<file path="src/rtl/bus_rx_endpoint_if.sv">
// Bus-facing and consumer-facing signals of the receive endpoint.
// The slave modport is the endpoint; the master modport is the bus/consumer side.
interface bus_rx_endpoint_if #(
    parameter int pckg_sz   = 16,
    parameter int deep_fifo = 8,
    parameter int cnt_w     = 8
);
    logic                         push;
    logic [pckg_sz-1:0]           D_push;
    logic                         out_valid;
    logic                         out_ready;
    logic [pckg_sz-1:0]           out_data;
    logic [$clog2(deep_fifo):0]   count;
    logic                         full;
    logic [cnt_w-1:0]             ovf_cnt;
    logic [cnt_w-1:0]             drop_cnt;

    modport slave (
        input  push, D_push, out_ready,
        output out_valid, out_data, count, full, ovf_cnt, drop_cnt
    );

    modport master (
        output push, D_push, out_ready,
        input  out_valid, out_data, count, full, ovf_cnt, drop_cnt
    );
endinterface

</file>
<file path="src/rtl/bus_rx_endpoint.sv">
// Receive endpoint: buffers arbiter pushes in a circular FIFO and presents them show-ahead.
// Optional destination-ID filtering is compiled in with BUS_RX_ID_FILTER_EN.
module bus_rx_endpoint #(
    parameter int         pckg_sz   = 16,
    parameter int         deep_fifo = 8,
    parameter logic [7:0] my_id     = 8'h00,
    parameter logic [7:0] bcast_id  = 8'hFF,
    parameter int         cnt_w     = 8
) (
    input  logic             clk,
    input  logic             reset,
    bus_rx_endpoint_if.slave bus
);
    localparam int AW = $clog2(deep_fifo);
    localparam int CW = AW + 1;
    localparam logic [CW-1:0] DEPTH = CW'(deep_fifo);

    logic [pckg_sz-1:0] mem [deep_fifo];

    logic [AW-1:0]      wr_ptr_q, wr_ptr_d;
    logic [AW-1:0]      rd_ptr_q, rd_ptr_d;
    logic [CW-1:0]      count_q, count_d;
    logic [pckg_sz-1:0] head_q, head_d;
    logic [cnt_w-1:0]   ovf_q, ovf_d;

    logic eligible;
    logic xfer;
    logic is_full;
    logic store;
    logic lost;

`ifdef BUS_RX_ID_FILTER_EN
    logic [7:0]       dest_id;
    logic [cnt_w-1:0] drop_q, drop_d;
    logic             dropped;

    assign dest_id  = bus.D_push[pckg_sz-1 -: 8];
    assign eligible = (dest_id == my_id) || (dest_id == bcast_id);
    assign dropped  = bus.push && !eligible;

    always_comb begin
        drop_d = drop_q;
        if (dropped && (drop_q != '1)) begin
            drop_d = drop_q + 1'b1;
        end
    end

    always_ff @(posedge clk) begin
        if (reset) begin
            drop_q <= '0;
        end else begin
            drop_q <= drop_d;
        end
    end

    assign bus.drop_cnt = drop_q;
`else
    logic unused_filter_ids;

    assign unused_filter_ids = ^{my_id, bcast_id};
    assign eligible          = 1'b1;
    assign bus.drop_cnt      = '0;
`endif

    always_comb begin
        xfer     = (count_q != '0) && bus.out_ready;
        is_full  = (count_q == DEPTH);
        // A full FIFO still accepts when the head leaves on the same edge.
        store    = bus.push && eligible && (!is_full || xfer);
        lost     = bus.push && eligible && is_full && !xfer;

        wr_ptr_d = store ? wr_ptr_q + 1'b1 : wr_ptr_q;
        rd_ptr_d = xfer  ? rd_ptr_q + 1'b1 : rd_ptr_q;
        count_d  = count_q + CW'(store) - CW'(xfer);

        ovf_d = ovf_q;
        if (lost && (ovf_q != '1)) begin
            ovf_d = ovf_q + 1'b1;
        end

        // The new head may be the word being written this very edge.
        head_d = head_q;
        if (count_d != '0) begin
            if (store && (rd_ptr_d == wr_ptr_q)) begin
                head_d = bus.D_push;
            end else begin
                head_d = mem[rd_ptr_d];
            end
        end
    end

    always_ff @(posedge clk) begin
        if (store) begin
            mem[wr_ptr_q] <= bus.D_push;
        end
    end

    always_ff @(posedge clk) begin
        if (reset) begin
            wr_ptr_q <= '0;
            rd_ptr_q <= '0;
            count_q  <= '0;
            head_q   <= '0;
            ovf_q    <= '0;
        end else begin
            wr_ptr_q <= wr_ptr_d;
            rd_ptr_q <= rd_ptr_d;
            count_q  <= count_d;
            head_q   <= head_d;
            ovf_q    <= ovf_d;
        end
    end

    assign bus.out_valid = (count_q != '0);
    assign bus.out_data  = head_q;
    assign bus.count     = count_q;
    assign bus.full      = (count_q == DEPTH);
    assign bus.ovf_cnt   = ovf_q;
endmodule

</file>
<file path="src/flat_wrapper.sv">
// flat-port wrapper written by rule: the top's interface ports become plain ports
module bus_rx_endpoint_flat 
#(
    parameter int         pckg_sz   = 16,
    parameter int         deep_fifo = 8,
    parameter logic [7:0] my_id     = 8'h00,
    parameter logic [7:0] bcast_id  = 8'hFF,
    parameter int         cnt_w     = 8
)
  (clk, reset, bus_push, bus_D_push, bus_out_ready, bus_out_valid, bus_out_data, bus_count, bus_full, bus_ovf_cnt, bus_drop_cnt);
  bus_rx_endpoint_if #(.pckg_sz(pckg_sz), .deep_fifo(deep_fifo), .cnt_w(cnt_w)) bus_i ();
  input  logic clk;
  input  logic reset;
  input wire logic [$bits(bus_i.push)-1:0] bus_push;
  input wire logic [$bits(bus_i.D_push)-1:0] bus_D_push;
  input wire logic [$bits(bus_i.out_ready)-1:0] bus_out_ready;
  output wire logic [$bits(bus_i.out_valid)-1:0] bus_out_valid;
  output wire logic [$bits(bus_i.out_data)-1:0] bus_out_data;
  output wire logic [$bits(bus_i.count)-1:0] bus_count;
  output wire logic [$bits(bus_i.full)-1:0] bus_full;
  output wire logic [$bits(bus_i.ovf_cnt)-1:0] bus_ovf_cnt;
  output wire logic [$bits(bus_i.drop_cnt)-1:0] bus_drop_cnt;
  assign bus_i.push = bus_push;
  assign bus_i.D_push = bus_D_push;
  assign bus_i.out_ready = bus_out_ready;
  assign bus_out_valid = bus_i.out_valid;
  assign bus_out_data = bus_i.out_data;
  assign bus_count = bus_i.count;
  assign bus_full = bus_i.full;
  assign bus_ovf_cnt = bus_i.ovf_cnt;
  assign bus_drop_cnt = bus_i.drop_cnt;
  bus_rx_endpoint #(.pckg_sz(pckg_sz), .deep_fifo(deep_fifo), .my_id(my_id), .bcast_id(bcast_id), .cnt_w(cnt_w)) u_core (.clk(clk), .reset(reset), .bus(bus_i));
endmodule
</file>
<file path="config.mk">
export PLATFORM = sky130hd
export DESIGN_NAME = bus_rx_endpoint_flat
export DESIGN_NICKNAME = d
export VERILOG_FILES = /design/src/rtl/bus_rx_endpoint_if.sv /design/src/rtl/bus_rx_endpoint.sv /design/src/flat_wrapper.sv
export SDC_FILE = /design/constraint.sdc
export NUM_CORES = 1
export LEC_CHECK = 0
export BUFFER_PORTS_ARGS = -buffer_cell sky130_fd_sc_hd__buf_2
export CAP_MARGIN = 40
export CORE_MARGIN = 3
export CORE_UTILIZATION = 25
export DETAILED_ROUTE_END_ITERATION = 10
export PLACE_DENSITY_LB_ADDON = 0.25
export SETUP_SLACK_MARGIN = 0.2
export SLEW_MARGIN = 0
export SYNTH_ARGS = -nofsm -noshare
export SYNTH_HDL_FRONTEND = slang
export SYNTH_SLANG_ARGS = --single-unit
</file>
<file path="constraint.sdc">
create_clock -name clk -period 5 [get_ports clk]
set_clock_uncertainty 0.2 [all_clocks]
set_input_delay 0.25 -clock clk [delete_from_list [all_inputs] [get_ports clk]]
set_output_delay 0.25 -clock clk [all_outputs]
set_load 0.01 [all_outputs]
</file>
==> results of run 1 <==
[kinds of logic after synthesis]
kind of cell	count (synthesis)
AOI/OAI and AO/OA	89
xor gates and xnor gates	14
adders and majority gates	10
buffers and inverters	80
DFF	162
muxes	65
other	1
and+or+nand+nor	77
[stage by stage]
stage | area [µm²] | setup WS, ns | hold WS [ns] | power (W)
3_3_place_gp | 7590 | 1.35 | 0.245 | 0.00306
4_1_cts | 8340 | 1.13 | 0.0121 | 0.00437
3_5_place_dp | 7620 | 1.16 | 0.244 | 0.00312
2_1_floorplan | 6950 | 1.41 | 0.149 | 0.00271
5_1_grt | 8340 | 0.841 | 0.0377 | 0.00458
6_report | 8340 | 1.14 | 0.0255 | 0.00430
[area by class of cell]
cell class / count / area, µm² / share of cell area
multi-input cells: 263 / 2090 / 0.251
clock buffers: 19 / 443 / 0.0531
flip-flops and latches: 162 / 4520 / 0.543
inverters: 41 / 154 / 0.0185
repair buffers: 83 / 544 / 0.0653
well taps: 372 / 465 / 0.0558
clock inverters: 13 / 115 / 0.0138
[state kept, by name, summed over array words and instances, names as in the netlist]
signal / flops
u_core.mem: 128
u_core.bus.out_data: 16
u_core.bus.ovf_cnt: 8
u_core.bus.count: 4
u_core.rd_ptr_q: 3
u_core.wr_ptr_q: 3
[critical path, cell delays in order, from the launching register on]
cell and delay [ns]:
dfxtp_1 0.31, inv_1 0.10, ha_1 0.22, nor3b_2 0.27, inv_2 0.23, and2_1 0.23
ha_1 0.27, inv_1 0.06, ha_1 0.18, inv_1 0.06, fa_1 0.37, xor2_1 0.20
nand4b_1 0.15, nand2b_1 0.62, o32ai_1 0.22
[cells in the final DEF, fill, tap and decap left out, drive strengths merged, types with 3 or more instances in the layout]
master and n:
edfxtp 128, buf 67, mux2i 65, a211oi 49, inv 47, nor2 34, dfxtp 34, clkbuf 19
a2111oi 16, o32ai 16, dlygate4sd3 16, nand2 10, xor2 9, ha 9, conb 8, clkinv 7
xnor2 5, nor2b 5, nand2b 4, nor3 4, and3 3, nand4 3
[final timing paths]
path,start,end,slack (ns),cells after the start
min,reset,u_core.bus.count[1],0.03,2
max,u_core.bus.count[2],u_core.bus.out_data[8],1.14,14
min reg2reg,u_core.bus.out_data[15],u_core.bus.out_data[15],0.26,2
max reg2reg,u_core.bus.count[2],u_core.bus.out_data[8],1.14,14
[layer usage]
metal	vias up	part of all wire	wire, µm
met5	-	0	0
met4	0	0.012	189
met3	16	0.045	719
met2	88	0.47	7670
met1	2066	0.47	7570
li1	2009	-	-
[report_power, final]
group | internal (W) | total, W | switching [W]
clock | 0.000666 | 0.00122 | 0.000556
sequential | 0.00160 | 0.00168 | 0.0000836
combinational | 0.000556 | 0.00140 | 0.000842
total | 0.00282 | 0.00430 | 0.00148
[what timing repair did]
item,4_1_cts,5_1_grt
gates resized for setup,0,0
hold buffers,16,0
buffers inserted,0,0
hold endpoints to repair,132,0
==> metrics.cfg, run 1 <==
[die]
core-area_um2=27100
die_x_um=172
dieArea_um2=29700
io_pins=58
start_util=0.255
fp.dieH_um=172
rows=60

[cts]
cts_buffer_depth=2
h-tree-depth=4
path_clk_slew_ns=0.07
insertion_delay_ns=0.42
cts_tree=built
cts_buffers=17
clockRootBuffer=clkbuf_16
cts.sinks=162

[finish]
fin_cells=953
drive_gt1_frac=0.212
diodes=0
syn2layout_area_growth_pct=20.5
fin_nets=598
fin_util=0.308
fill_cells=2695

[yosys]
synth_top_family_by_area=compound AO/OA/AOI/OAI gates
async_reset_ff_frac=0
synthAdderAreaFrac=0.0192
yosys-top-cells-count=128 x edfxtp_1, 65 x mux2i_1, 48 x a211oi_1
syn_avg_cell_area_um2=13.9
ys.flop_type=edfxtp_1
synth_seq_cells=162
synth_edf_count=128
muxShareOfSynthArea=0.0940
syn_area_um2=6920
synth_simple_gate_area_frac=0.0589
synth_xor_area_frac=0.0177
yosys.area.top_type_share=0.555
ys_types=47
synth_area_leader_cell=edfxtp_1
synthTopCellsByArea=edfxtp_1 56%, dfxtp_1 9.8%, mux2i_1 9.4%
synth-seq-area-share=0.654
post-synth-top-count-cell=edfxtp_1
synthCells=498
synth_compound_area_frac=0.104
ys_warn_count=0

[hold_path]
hold_path.class=in -> reg

[sta]
clock.fmax_ghz=0.259
setup_violations=0
fin_setup_tns_ns=0
finalCriticalPeriod_ns=3.86
fin_crit_sh=0.772
max_slew.worst_pin.slew_ns=0.833
timing.slew.headroom=0.444
slew_violations=0
final_hold_viol_count=0
rsz0062_at_grt=false

[worst_setup_path]
end_kind=register
critPathArrivalTime_ns=3.92
crit_fanout=20
crit_type=reg -> reg
cp.required_ns=5.06
start_kind=register

[global_route]
grt_pass1_vias=4336
grt_util_met3=0.0293
antenna_found_initial=0
gr-usage-met1=0.148
grt_max_degree=35
track_usage=0.113
grt_pass1_wl_um=25200
busiest_layer=met2
met2_usage=0.186
gr-total-overflow=0

[power_and_ir_drop]
ir_drop_mv=0.251
power_density_nw_per_um2=516
p_leak_nw=2.93

[placement]
port_buffers=49
gp_congestion=0.715
dp_cells=905
place_hpwl_um=10100

[route]
viasPerCell=4.39
drc_errors=0
wire_per_inst_um=16.9
wl_um=16100
first_iter_violations=224
first_pass_iters=4
vias=4179
ant_nets=0

[outcome]
status=finished clean

[run]
maxCapViolCount=0

(Power assumes the default switching activity.)
==> run 2: changes to the inputs <==
==> constraint.sdc (replaced) <==
create_clock -name clk -period 4 [get_ports clk]
set_clock_uncertainty 0.2 [all_clocks]
set_input_delay 0.2 -clock clk [delete_from_list [all_inputs] [get_ports clk]]
set_output_delay 0.2 -clock clk [all_outputs]
set_load 0.01 [all_outputs]
==> run 2 against run 1 <==
Effect of this change: count of clock-buffer cells in the layout decreased by 1; first-iteration DRC count up 14%; via count up 2.8%; final cell count grew 0.10%; utilization is 0.13 points higher; register-to-register slack worse by 0.64 ns; sequential cell count unchanged; critical path type unchanged; largest power group unchanged; highest routed layer unchanged.
==> metrics.cfg, run 2 (same netlist as run 1, synthesis figures left out) <==
[global_route]
grt_max_degree=66  ; +89%
antenna_found_initial=0  ; unchanged
grt_pass1_vias=4477  ; +3.3%
gr-total-overflow=0  ; unchanged
grt_pass1_wl_um=25600  ; +1.7%
track_usage=0.115  ; +0.00148

[finish]
fill_cells=2743  ; +1.8%
fin_nets=599  ; +0.17%
syn2layout_area_growth_pct=21.0
largest_register_ffs=128  ; unchanged
top_register=u_core.mem
diodes=0  ; unchanged
layout_common_cells=128 x edfxtp_1, 65 x mux2i_1, 49 x buf_2, 48 x a211oi_1
drive_gt1_frac=0.213  ; +0.00135
layout_commonest_cell=edfxtp_1

[power_and_ir_drop]
ir_drop_mv=0.376  ; +50%
p_leak_nw=2.94  ; +0.25%
power_density_nw_per_um2=656  ; +27%

[worst_setup_path]
cp_num_buf_inv=4  ; unchanged
critical-path-top-delay-family=simple AND/OR/NAND/NOR gates
crit_chain=inv_1, ha_1, nor3b_1, nand2_1, nand2_1, inv_2, ha_1, inv_1, fa_1, nand4b_1, nand2b_1, buf_4, o32ai_1
critPathArrivalTime_ns=3.62  ; -0.30 ns
worst_path_max_delay_cell=fa_1
cp.required_ns=4.12  ; -0.94 ns
start_kind=register
end_kind=register
crit_type=reg -> reg
max_stage_delay_ns=0.44  ; -0.18 ns
crit_fanout=10  ; -50%

[placement]
gp_congestion=0.720  ; +0.78%
port_buffers=49  ; unchanged
place_hpwl_um=9940  ; -1.2%
place_ws_ns=0.440  ; -0.719 ns

[cts]
cts_buffer_depth=2  ; unchanged
clockRootBuffer=clkbuf_16
h-tree-depth=4  ; unchanged
cts_buffers=17  ; unchanged
cts_tree=built
cts.sinks=162  ; unchanged
insertion_delay_ns=0.42  ; about the same
postCtsSetupBuffers=0  ; unchanged
path_clk_slew_ns=0.07  ; about the same

[sta]
fin_setup_tns_ns=0  ; unchanged
fin_crit_sh=0.876  ; +0.103
max_slew.worst_pin.slew_ns=0.762  ; -0.0709 ns
timing.slew.headroom=0.492  ; +0.0473
setup_slack_ns=0.497  ; -0.641 ns
setup_violations=0  ; unchanged
slew_violations=0  ; unchanged
clock.fmax_ghz=0.286  ; +10%
final_hold_viol_count=0  ; unchanged
rsz0062_at_grt=false
finalCriticalPeriod_ns=3.50  ; -0.359 ns
holdWs_ns=0.156  ; +0.130 ns

[run]
maxCapViolCount=0  ; unchanged

[die]
rows=60  ; unchanged
dieArea_um2=29700  ; unchanged
die_x_um=172  ; unchanged
core-area_um2=27100  ; unchanged
start_util=0.255  ; unchanged
fp.dieH_um=172  ; unchanged
io_pins=58  ; unchanged

[route]
vias=4295  ; +2.8%
first_pass_iters=4  ; unchanged
first_iter_violations=255  ; +14%
wire_per_inst_um=17.4  ; +2.6%
viasPerCell=4.50  ; +2.7%
wl_um=16600  ; +2.7%
drc_errors=0  ; unchanged
ant_nets=0  ; unchanged

[hold_path]
hold_path.class=in -> reg

[outcome]
status=finished clean

run 2: routing by layer:
layer	global-route usage	vias up	part of all wire
li1	-	2018	-
met1	0.148	2151	0.45
met2	0.188	112	0.48
met3	0.0311	14	0.049
met4	0.0354	0	0.015
met5	0	-	0
run 2: area by class of cell:
class / instances / area [µm²] / area share
inverters: 41 / 154 / 0.0184
well taps: 372 / 465 / 0.0556
clock buffers: 18 / 429 / 0.0513
clock inverters: 14 / 145 / 0.0173
flip-flops and latches: 162 / 4520 / 0.540
multi-input cells: 263 / 2090 / 0.250
repair buffers: 84 / 563 / 0.0672
run 2: report_power, final:
group | internal (W) | leakage [nW] | switching [W]
clock | 0.000879 | 0.278 | 0.000708
combinational | 0.000716 | 1.22 | 0.00109
sequential | 0.00200 | 1.44 | 0.000100
total | 0.00359 | 2.94 | 0.00190
run 2: through the flow:
step | power (W) | cells | util | area (µm²)
final | 0.00549 | 954 | 0.309 | 8370
after global routing | 0.00581 | 954 | 0.309 | 8370
after CTS | 0.00557 | 954 | 0.309 | 8370
after detailed placement | 0.00394 | 905 | 0.281 | 7630
after global placement | 0.00389 | 905 | 0.281 | 7630
after floorplan | 0.00339 | 505 | - | 6950
run 2: worst paths after layout:
check                                              from                       to  slack (ns)  cells after the start
worst max-delay path                u_core.bus.count[2]   u_core.bus.out_data[5]        0.50                     13
worst min-delay path                           bus_push    u_core.bus.ovf_cnt[1]        0.16                      5
worst max register to register      u_core.bus.count[2]   u_core.bus.out_data[5]        0.50                     13
worst min register to register  u_core.bus.out_data[15]  u_core.bus.out_data[15]        0.26                      2
run 2: worst register-to-register path, delay by kind of cell, from the launching register on:
kind / cells / cell delay [ns]
AOI/OAI and AO/OA: 1 / 0.31
adders and majority gates: 3 / 0.83
buffers and inverters: 4 / 0.60
DFF: 1 / 0.31
and+or+nand+nor: 5 / 1.16
run 2: timing repair:
item | CTS | global route
hold endpoints to repair | 162 | 0
resized for setup | 0 | 1
hold buffers | 17 | 0
setup endpoints to repair | 0 | 8
